### src/rtl/bit_serial_mac_ctrl_pkg.sv
// rtl/bit_serial_mac_ctrl_pkg.sv - lif_pkg: shared constants, state encoding and counter-width helper
package lif_pkg;

    localparam int DEF_WIDTH  = 8;
    localparam int DEF_WWIDTH = 8;

    localparam logic [1:0] ST_IDLE = 2'd0;
    localparam logic [1:0] ST_RUN  = 2'd1;
    localparam logic [1:0] ST_DONE = 2'd2;

    typedef enum logic [1:0] {
        S_IDLE = ST_IDLE,
        S_RUN  = ST_RUN,
        S_DONE = ST_DONE
    } state_t;

    // Width of a counter that must reach n-1; never narrower than one bit.
    function automatic int cnt_width(input int n);
        return (n <= 2) ? 1 : $clog2(n);
    endfunction

endpackage

### src/rtl/bit_serial_mac_ctrl_if.sv
// rtl/bit_serial_mac_ctrl_if.sv - request, upstream strobe and result signals of the bit-serial MAC
interface bit_serial_mac_ctrl_if #(
    parameter int WIDTH  = lif_pkg::DEF_WIDTH,
    parameter int WWIDTH = lif_pkg::DEF_WWIDTH
);
    localparam int PWIDTH = WIDTH + WWIDTH;

    logic                     start;
    logic                     clear;
    logic        [WWIDTH-1:0] weight;
    logic                     serial_bit;
    logic                     ready;
    logic                     sr_init;
    logic                     sr_load;
    logic                     sr_shift;
    logic                     done;
    logic signed [PWIDTH-1:0] product;

    modport master (
        output start, clear, weight, serial_bit,
        input  ready, sr_init, sr_load, sr_shift, done, product
    );

    modport slave (
        input  start, clear, weight, serial_bit,
        output ready, sr_init, sr_load, sr_shift, done, product
    );

endinterface

### src/rtl/bit_serial_mac_ctrl_serial_shift_add.sv
// rtl/bit_serial_mac_ctrl_serial_shift_add.sv - weight register, accumulator and bit counter (SERIAL_SIGNED_EN selects signed operand)
module serial_shift_add
    import lif_pkg::*;
#(
    parameter int WIDTH  = DEF_WIDTH,
    parameter int WWIDTH = DEF_WWIDTH
) (
    input  logic                            clk,
    input  logic                            rst,
    input  logic                            clear,
    input  logic                            init,
    input  logic                            step,
    input  logic        [WWIDTH-1:0]        weight,
    input  logic                            serial_bit,
    output logic signed [WIDTH+WWIDTH-1:0]  acc_next,
    output logic                            last
);
    localparam int PWIDTH = WIDTH + WWIDTH;
    localparam int CW     = cnt_width(WIDTH);

    logic        [WWIDTH-1:0] wreg;
    logic signed [PWIDTH-1:0] acc;
    logic        [CW-1:0]     cnt;
    logic signed [PWIDTH-1:0] wext;
    logic signed [PWIDTH-1:0] term;

    // Sign-extend the weight to full product width before shifting so no bits are lost.
    assign wext = {{WIDTH{wreg[WWIDTH-1]}}, wreg};
    assign term = serial_bit ? (wext << cnt) : '0;
    assign last = (cnt == CW'(WIDTH - 1));

    // Next accumulator value; the MSB step of a two's-complement operand carries negative weight.
    always_comb begin
        acc_next = acc;
`ifdef SERIAL_SIGNED_EN
        if (last)
            acc_next = acc - term;
        else
            acc_next = acc + term;
`else
        acc_next = acc + term;
`endif
    end

    // Operand capture, accumulation and step counting.
    always_ff @(posedge clk or posedge rst) begin
        if (rst) begin
            wreg <= '0;
            acc  <= '0;
            cnt  <= '0;
        end else if (clear) begin
            acc  <= '0;
            cnt  <= '0;
        end else if (init) begin
            wreg <= weight;
            acc  <= '0;
            cnt  <= '0;
        end else if (step) begin
            acc  <= acc_next;
            cnt  <= cnt + 1'b1;
        end
    end

endmodule

### src/rtl/bit_serial_mac_ctrl.sv
// rtl/bit_serial_mac_ctrl.sv - bit-serial multiply controller driving the upstream shift register (SERIAL_SIGNED_EN: signed operand)
module bit_serial_mac_ctrl
    import lif_pkg::*;
#(
    parameter int WIDTH  = DEF_WIDTH,
    parameter int WWIDTH = DEF_WWIDTH
) (
    input  logic                 clk,
    input  logic                 rst,
    bit_serial_mac_ctrl_if.slave bus
);
    localparam int PWIDTH = WIDTH + WWIDTH;

    state_t                   state;
    logic                     ready_q;
    logic                     done_q;
    logic signed [PWIDTH-1:0] product_q;
    logic signed [PWIDTH-1:0] acc_next;
    logic                     last;
    logic                     accept;
    logic                     step;

    // Upstream strobes: clear wins over everything, load only on an accepted start.
    assign accept       = bus.start & ready_q & ~bus.clear;
    assign step         = (state == S_RUN) & ~bus.clear;
    assign bus.sr_init  = bus.clear;
    assign bus.sr_load  = accept;
    assign bus.sr_shift = step;
    assign bus.ready    = ready_q;
    assign bus.done     = done_q;
    assign bus.product  = product_q;

    serial_shift_add #(
        .WIDTH  (WIDTH),
        .WWIDTH (WWIDTH)
    ) u_shift_add (
        .clk        (clk),
        .rst        (rst),
        .clear      (bus.clear),
        .init       (accept),
        .step       (step),
        .weight     (bus.weight),
        .serial_bit (bus.serial_bit),
        .acc_next   (acc_next),
        .last       (last)
    );

    // Control FSM with registered ready/done/product.
    always_ff @(posedge clk or posedge rst) begin
        if (rst) begin
            state     <= S_IDLE;
            ready_q   <= 1'b1;
            done_q    <= 1'b0;
            product_q <= '0;
        end else if (bus.clear) begin
            state     <= S_IDLE;
            ready_q   <= 1'b1;
            done_q    <= 1'b0;
            product_q <= '0;
        end else begin
            case (state)
                S_IDLE: begin
                    done_q <= 1'b0;
                    if (bus.start) begin
                        state   <= S_RUN;
                        ready_q <= 1'b0;
                    end
                end
                S_RUN: begin
                    if (last) begin
                        state     <= S_DONE;
                        product_q <= acc_next;
                        done_q    <= 1'b1;
                    end
                end
                S_DONE: begin
                    state   <= S_IDLE;
                    ready_q <= 1'b1;
                    done_q  <= 1'b0;
                end
                default: begin
                    state   <= S_IDLE;
                    ready_q <= 1'b1;
                    done_q  <= 1'b0;
                end
            endcase
        end
    end

endmodule

### src/flat_wrapper.sv
// flat-port wrapper written by rule: the top's interface ports become plain ports
module bit_serial_mac_ctrl_flat import lif_pkg::*;
#(
    parameter int WIDTH  = DEF_WIDTH,
    parameter int WWIDTH = DEF_WWIDTH
)
  (clk, rst, bus_start, bus_clear, bus_weight, bus_serial_bit, bus_ready, bus_sr_init, bus_sr_load, bus_sr_shift, bus_done, bus_product);
  bit_serial_mac_ctrl_if #(.WIDTH(WIDTH), .WWIDTH(WWIDTH)) bus_i ();
  input  logic clk;
  input  logic rst;
  input wire logic [$bits(bus_i.start)-1:0] bus_start;
  input wire logic [$bits(bus_i.clear)-1:0] bus_clear;
  input wire logic [$bits(bus_i.weight)-1:0] bus_weight;
  input wire logic [$bits(bus_i.serial_bit)-1:0] bus_serial_bit;
  output wire logic [$bits(bus_i.ready)-1:0] bus_ready;
  output wire logic [$bits(bus_i.sr_init)-1:0] bus_sr_init;
  output wire logic [$bits(bus_i.sr_load)-1:0] bus_sr_load;
  output wire logic [$bits(bus_i.sr_shift)-1:0] bus_sr_shift;
  output wire logic [$bits(bus_i.done)-1:0] bus_done;
  output wire logic [$bits(bus_i.product)-1:0] bus_product;
  assign bus_i.start = bus_start;
  assign bus_i.clear = bus_clear;
  assign bus_i.weight = bus_weight;
  assign bus_i.serial_bit = bus_serial_bit;
  assign bus_ready = bus_i.ready;
  assign bus_sr_init = bus_i.sr_init;
  assign bus_sr_load = bus_i.sr_load;
  assign bus_sr_shift = bus_i.sr_shift;
  assign bus_done = bus_i.done;
  assign bus_product = bus_i.product;
  bit_serial_mac_ctrl #(.WIDTH(WIDTH), .WWIDTH(WWIDTH)) u_core (.clk(clk), .rst(rst), .bus(bus_i));
endmodule
### config.mk
export PLATFORM = sky130hd
export DESIGN_NAME = bit_serial_mac_ctrl_flat
export DESIGN_NICKNAME = d
export VERILOG_FILES = /design/src/rtl/bit_serial_mac_ctrl_pkg.sv /design/src/rtl/bit_serial_mac_ctrl_if.sv /design/src/rtl/bit_serial_mac_ctrl_serial_shift_add.sv /design/src/rtl/bit_serial_mac_ctrl.sv /design/src/flat_wrapper.sv
export SDC_FILE = /design/constraint.sdc
export NUM_CORES = 1
export LEC_CHECK = 0
export ABC_AREA = 1
export CORE_UTILIZATION = 50
export CTS_BUF_LIST = sky130_fd_sc_hd__clkbuf_4
export CTS_CLUSTER_SIZE = 28
export DETAILED_ROUTE_END_ITERATION = 6
export GPL_TIMING_DRIVEN = 1
export PLACE_DENSITY = 0.77
export SLEW_MARGIN = 20
export SYNTH_ARGS = -nofsm -noshare
export SYNTH_HDL_FRONTEND = slang
export SYNTH_SLANG_ARGS = --single-unit
### constraint.sdc
create_clock -name clk -period 4.4 [get_ports clk]
set_input_delay 1.32 -clock clk [delete_from_list [all_inputs] [get_ports clk]]
set_output_delay 1.32 -clock clk [all_outputs]
set_load 0.02 [all_outputs]
Word level (Yosys, flattened, before mapping). Cells that the tools add are included.

Bits in registers: 47. Latch bits: 0. Memory bits (writable): 0. Memory bits (read-only): 0. Output and inout port bits: 21. Word-level logic and storage cells: 47. Memories: 0.

Add/subtract/negate cells: 2. Multiply operators: 0. Div/mod/pow operators: 0. Magnitude comparators: 0. Equal/unequal tests: 5. Shift-type cells: 1. Mux-type cells: 20. Bitwise operators: 4. Reduce and logical (&&, ||, !) cells: 8.

Operator list (count): $mux 16 (7); $add 16x16->16 (1); $shl 16x3->16 (1); $mux 3 (3); $reduce_and 2->1 (4); $mux 2 (3); $mux 1 (5); $pmux 2 s2 (1); $reduce_bool 2->1 (2); $add 3x1->3 const B (1); $and 1x1->1 (3); $eq 3x3->1 const B (1); $ne 3x2->1 const B (1); $ne 3x3->1 const B (1); $reduce_bool 3->1 (1); $eq 2x1->1 const B (1); $logic_not 2->1 (1); $ne 2x2->1 const B (1); $pmux 1 s2 (1); $not 1->1 (1).

Logic depth before layout (Yosys ltp).
Word-level depth: 6. Depth in mapped cells: 16. Gate-level depth less buffers: 16.

By module. Synthesis repeated with hierarchy kept, for this count alone.

Cell total of the unflattened synthesis: 439. Area total of the unflattened synthesis: 3123.0 µm².

Modules (own cells, without submodules): serial_shift_add (instances 1, cells an instance 347, area each 2268.4 µm²); bit_serial_mac_ctrl (instances 1, cells an instance 92, area each 854.6 µm²).

Least setup slack after synthesis. OpenSTA, ideal clock, no wires.

Path type: in2out. Start point: input port bus_clear. End point: output port bus_sr_load. Arrival time: 1.813 ns. Slack: 1.267 ns. Stages on the path: 3. Path through: buf_6 -> nor2_8 -> buf_2.

Cells in the longest elaborated chain, start to end: 2.

Ends and longest elaborated chain: start, declared (line flat_wrapper.sv:12) `input wire logic [$bits(bus_i.clear)-1:0] bus_clear;`; $not 1->1 (no line); $and 1x1->1 (line bit_serial_mac_ctrl.sv:24) `assign accept = bus.start & ready_q & ~bus.clear;`; end, declared (line flat_wrapper.sv:17) `output wire logic [$bits(bus_i.sr_load)-1:0] bus_sr_load;`.

No other way between the ends.

Worst setup path after layout.
Start point: input port bus_clear. End point: output port bus_sr_shift.

Cells in the longest elaborated chain, start to end: 2.

Ends and longest elaborated chain: $not 1->1 (no line); $and 1x1->1 (line bit_serial_mac_ctrl.sv:25) `assign step = (state == S_RUN) & ~bus.clear;`; end, declared (line flat_wrapper.sv:18) `output wire logic [$bits(bus_i.sr_shift)-1:0] bus_sr_shift;`.

No other way between the ends.

==> results.toml <==
[detailed_routing]
firstDrtPassIters = 4
num_vias = 2861
viasPerCell = 5.19
drc = 0
antenna_left = 0
wl_per_cell_um = 12.5
wirelength_um = 6900
drtIter0Drc = 163

[floorplanning]
fp.dieW_um = 81.1
dieArea_um2 = 6580
core_um2 = 5990
ios = 34
die_y_um = 81.1
initial_utilization = 0.523
fp-row-count = 28

[setup_path]
rr_worst_depth = 13
timing.rr.start = "u_core.u_shift_add.cnt[0]"
regToRegEndpoint = "u_core.bus.product[15]"
worstPathRequired_ns = 3.08
endpoint_kind = "primary output"
critical_path_class = "in -> out"
crit_path_frequent_cell = "clkdlybuf4s50_1"
start_kind = "primary input"
crit_path_top_delay_cell = "clkdlybuf4s50_1"
critPathLaunch = "bus_clear"
critPathMaxStageDelay_ns = 0.62
r2r_slack_ns = 1.75
crit_arrival_ns = 2.74
cp_max_fo = 5
path_cells = "clkdlybuf4s50_1 > nor2_1 > clkdlybuf4s50_1"

[synthesis]
yosysUniqueCellTypes = 27
syn_nets = 475
synth_top_area_share = 0.368
synth_seq_area_share = 0.376
synthTopCellsByArea = "dfrtp_1 (37%), nand2_1 (20%), inv_1 (6.8%)"
postSynthAreaPerCell_um2 = 7.05
synth_area_um2 = 3130
netlist_instances = 444
synth.ff_latch_count = 47
yosys.area.top_type = "dfrtp_1"
yosysWarnings = 0

[final_layout]
final_cell_mix = "nand2_1 (165), inv_1 (56), dfrtp_1 (46)"
final_net_count = 506
diodes = 0
final_common_cell = "nand2_1"
drive_gt1_frac = 0.0756
fill_cells = 535
area_growth_pct = 13.1
post-route-util = 0.591

[timing]
rsz0062_at_grt = "no"
worst_slack_ns = 0.338
drv_slew = 0
finalSetupTns_ns = 0
skew_ns = 0.00749
hold_violations = 0
fin_crit_sh = 0.923
finalSetupViolCount = 0
hold_slack_ns = 0.492
period_minus_slack_ns = 4.06
tightest_slew_ns = 0.803
clock.fmax_mhz = 246
maxSlewHeadroom = 0.464

[min_path]
hold_class = "reg -> reg"
hp-start = "u_core.bus.product[13]"
min_delay_path_depth = 2
min_to = "u_core.bus.product[13]"

[clocking]
path_clk_slew_ns = 0.13
cts_resized = 0
h-tree-depth = 2
postCtsSetupBuffers = 0
cts_tree = "built"
insertion_delay_ns = 0.36
postCtsHoldBufs = 0
numClockSinks = 47
cts_buffers = 5
clockBufferDepth = 2
root_buffer = "clkbuf_4"

[job]
maxCapViolations = 0

[place]
globalplace.congestion = 0.921
post-place-ws_ns = 0.339
dp_hpwl_um = 5240
io_buffers = 33

[global_routing]
grt_pass1_wl_um = 11600
grt_pass1_vias = 2605
grt_max_degree = 48
grt_usage = 0.232
antenna_found_initial = 0
gr-total-overflow = 0

[power_and_ir_drop]
leakagePower_nw = 1.92
powerDensity_nw_per_um2 = 349
ir_drop_uv = 189

[run_status]
status = "finished, final reports clean"
==> synth_stat cells <==
cell type,n
o21ai_0,37
nand2_2,8
nor2_8,1
nor3_2,3
fa_1,1
buf_4,5
inv_1,57
nand3_1,8
buf_6,3
o22ai_1,6
nor2_2,2
xnor2_1,1
nand3_2,2
a22o_1,2
nand2_1,165
dfrtp_1,46
xor2_1,1
dfstp_2,1
nand3b_1,2
inv_2,5
o21ai_1,3
ha_1,17
a21oi_1,11
nor2_1,32
nand4_1,17
a21oi_2,4
buf_2,4
==> per-layer routing <==
layer  track usage  part of all wire
met1         0.291              0.46
met2         0.406              0.49
met3        0.0427             0.034
met4        0.0643             0.011
met5             0                 0
==> logic make-up (layout without fill, tap and decap cells) <==
family | Yosys count | count (layout) | synth area share
and+or+nand+nor | 240 | 240 | 0.330
buffers and inverters | 74 | 106 | 0.104
AOI/OAI and AO/OA | 63 | 63 | 0.110
DFF | 47 | 47 | 0.376
adders and majority gates | 18 | 18 | 0.0743
xor gates and xnor gates | 2 | 2 | 0.00560
==> cell type report <==
cell class	count	area (um^2)	share of cell area
multi-input cells	323	1630	0.460
flip-flops and latches	47	1180	0.333
repair buffers	36	353	0.0997
inverters	62	234	0.0661
well taps	75	93.8	0.0265
clock buffers	5	37.5	0.0106
clock inverters	3	15.0	0.00424
==> power breakdown <==
part,switching [mW],internal (mW)
Combinational,0.303,0.187
Sequential,0.0448,0.503
Clock,0.139,0.0589
Total,0.487,0.749
==> state kept, by name (all words and copies together), names as in the netlist <==
register / count
u_core.bus.ready: 1
u_core.bus.done: 1
u_core.state: 2
u_core.u_shift_add.acc: 16
u_core.bus.product: 16
u_core.u_shift_add.wreg: 8
u_core.u_shift_add.cnt: 3
==> through the flow <==
| stage | instances | area (um^2) | total power, mW |
|---|---|---|---|
| after global placement | 543 | 3490 | 1.03 |
| after detailed placement | 543 | 3490 | 1.04 |
| after global routing | 551 | 3540 | 1.34 |
| after CTS | 551 | 3540 | 1.24 |
| final | 551 | 3540 | 1.24 |
| after floorplan | 444 | 3130 | 0.896 |
==> worst max-delay path, delay by kind of cell <==
kind	cells	cell delay, ns
buffers and inverters	2	1.21
AND/OR/NAND/NOR	1	0.21
==> worst max path at each step <==
stage                    to  slack [ns]  cells past startpoint
3_5_place_dp   bus_sr_shift        0.34                      3
5_1_grt        bus_sr_shift        0.27                      3
4_1_cts        bus_sr_shift        0.32                      3
6_report       bus_sr_shift        0.34                      3
2_1_floorplan   bus_sr_load        1.27                      3
3_3_place_gp   bus_sr_shift        0.33                      3
Power figures use the tool's default switching activity.
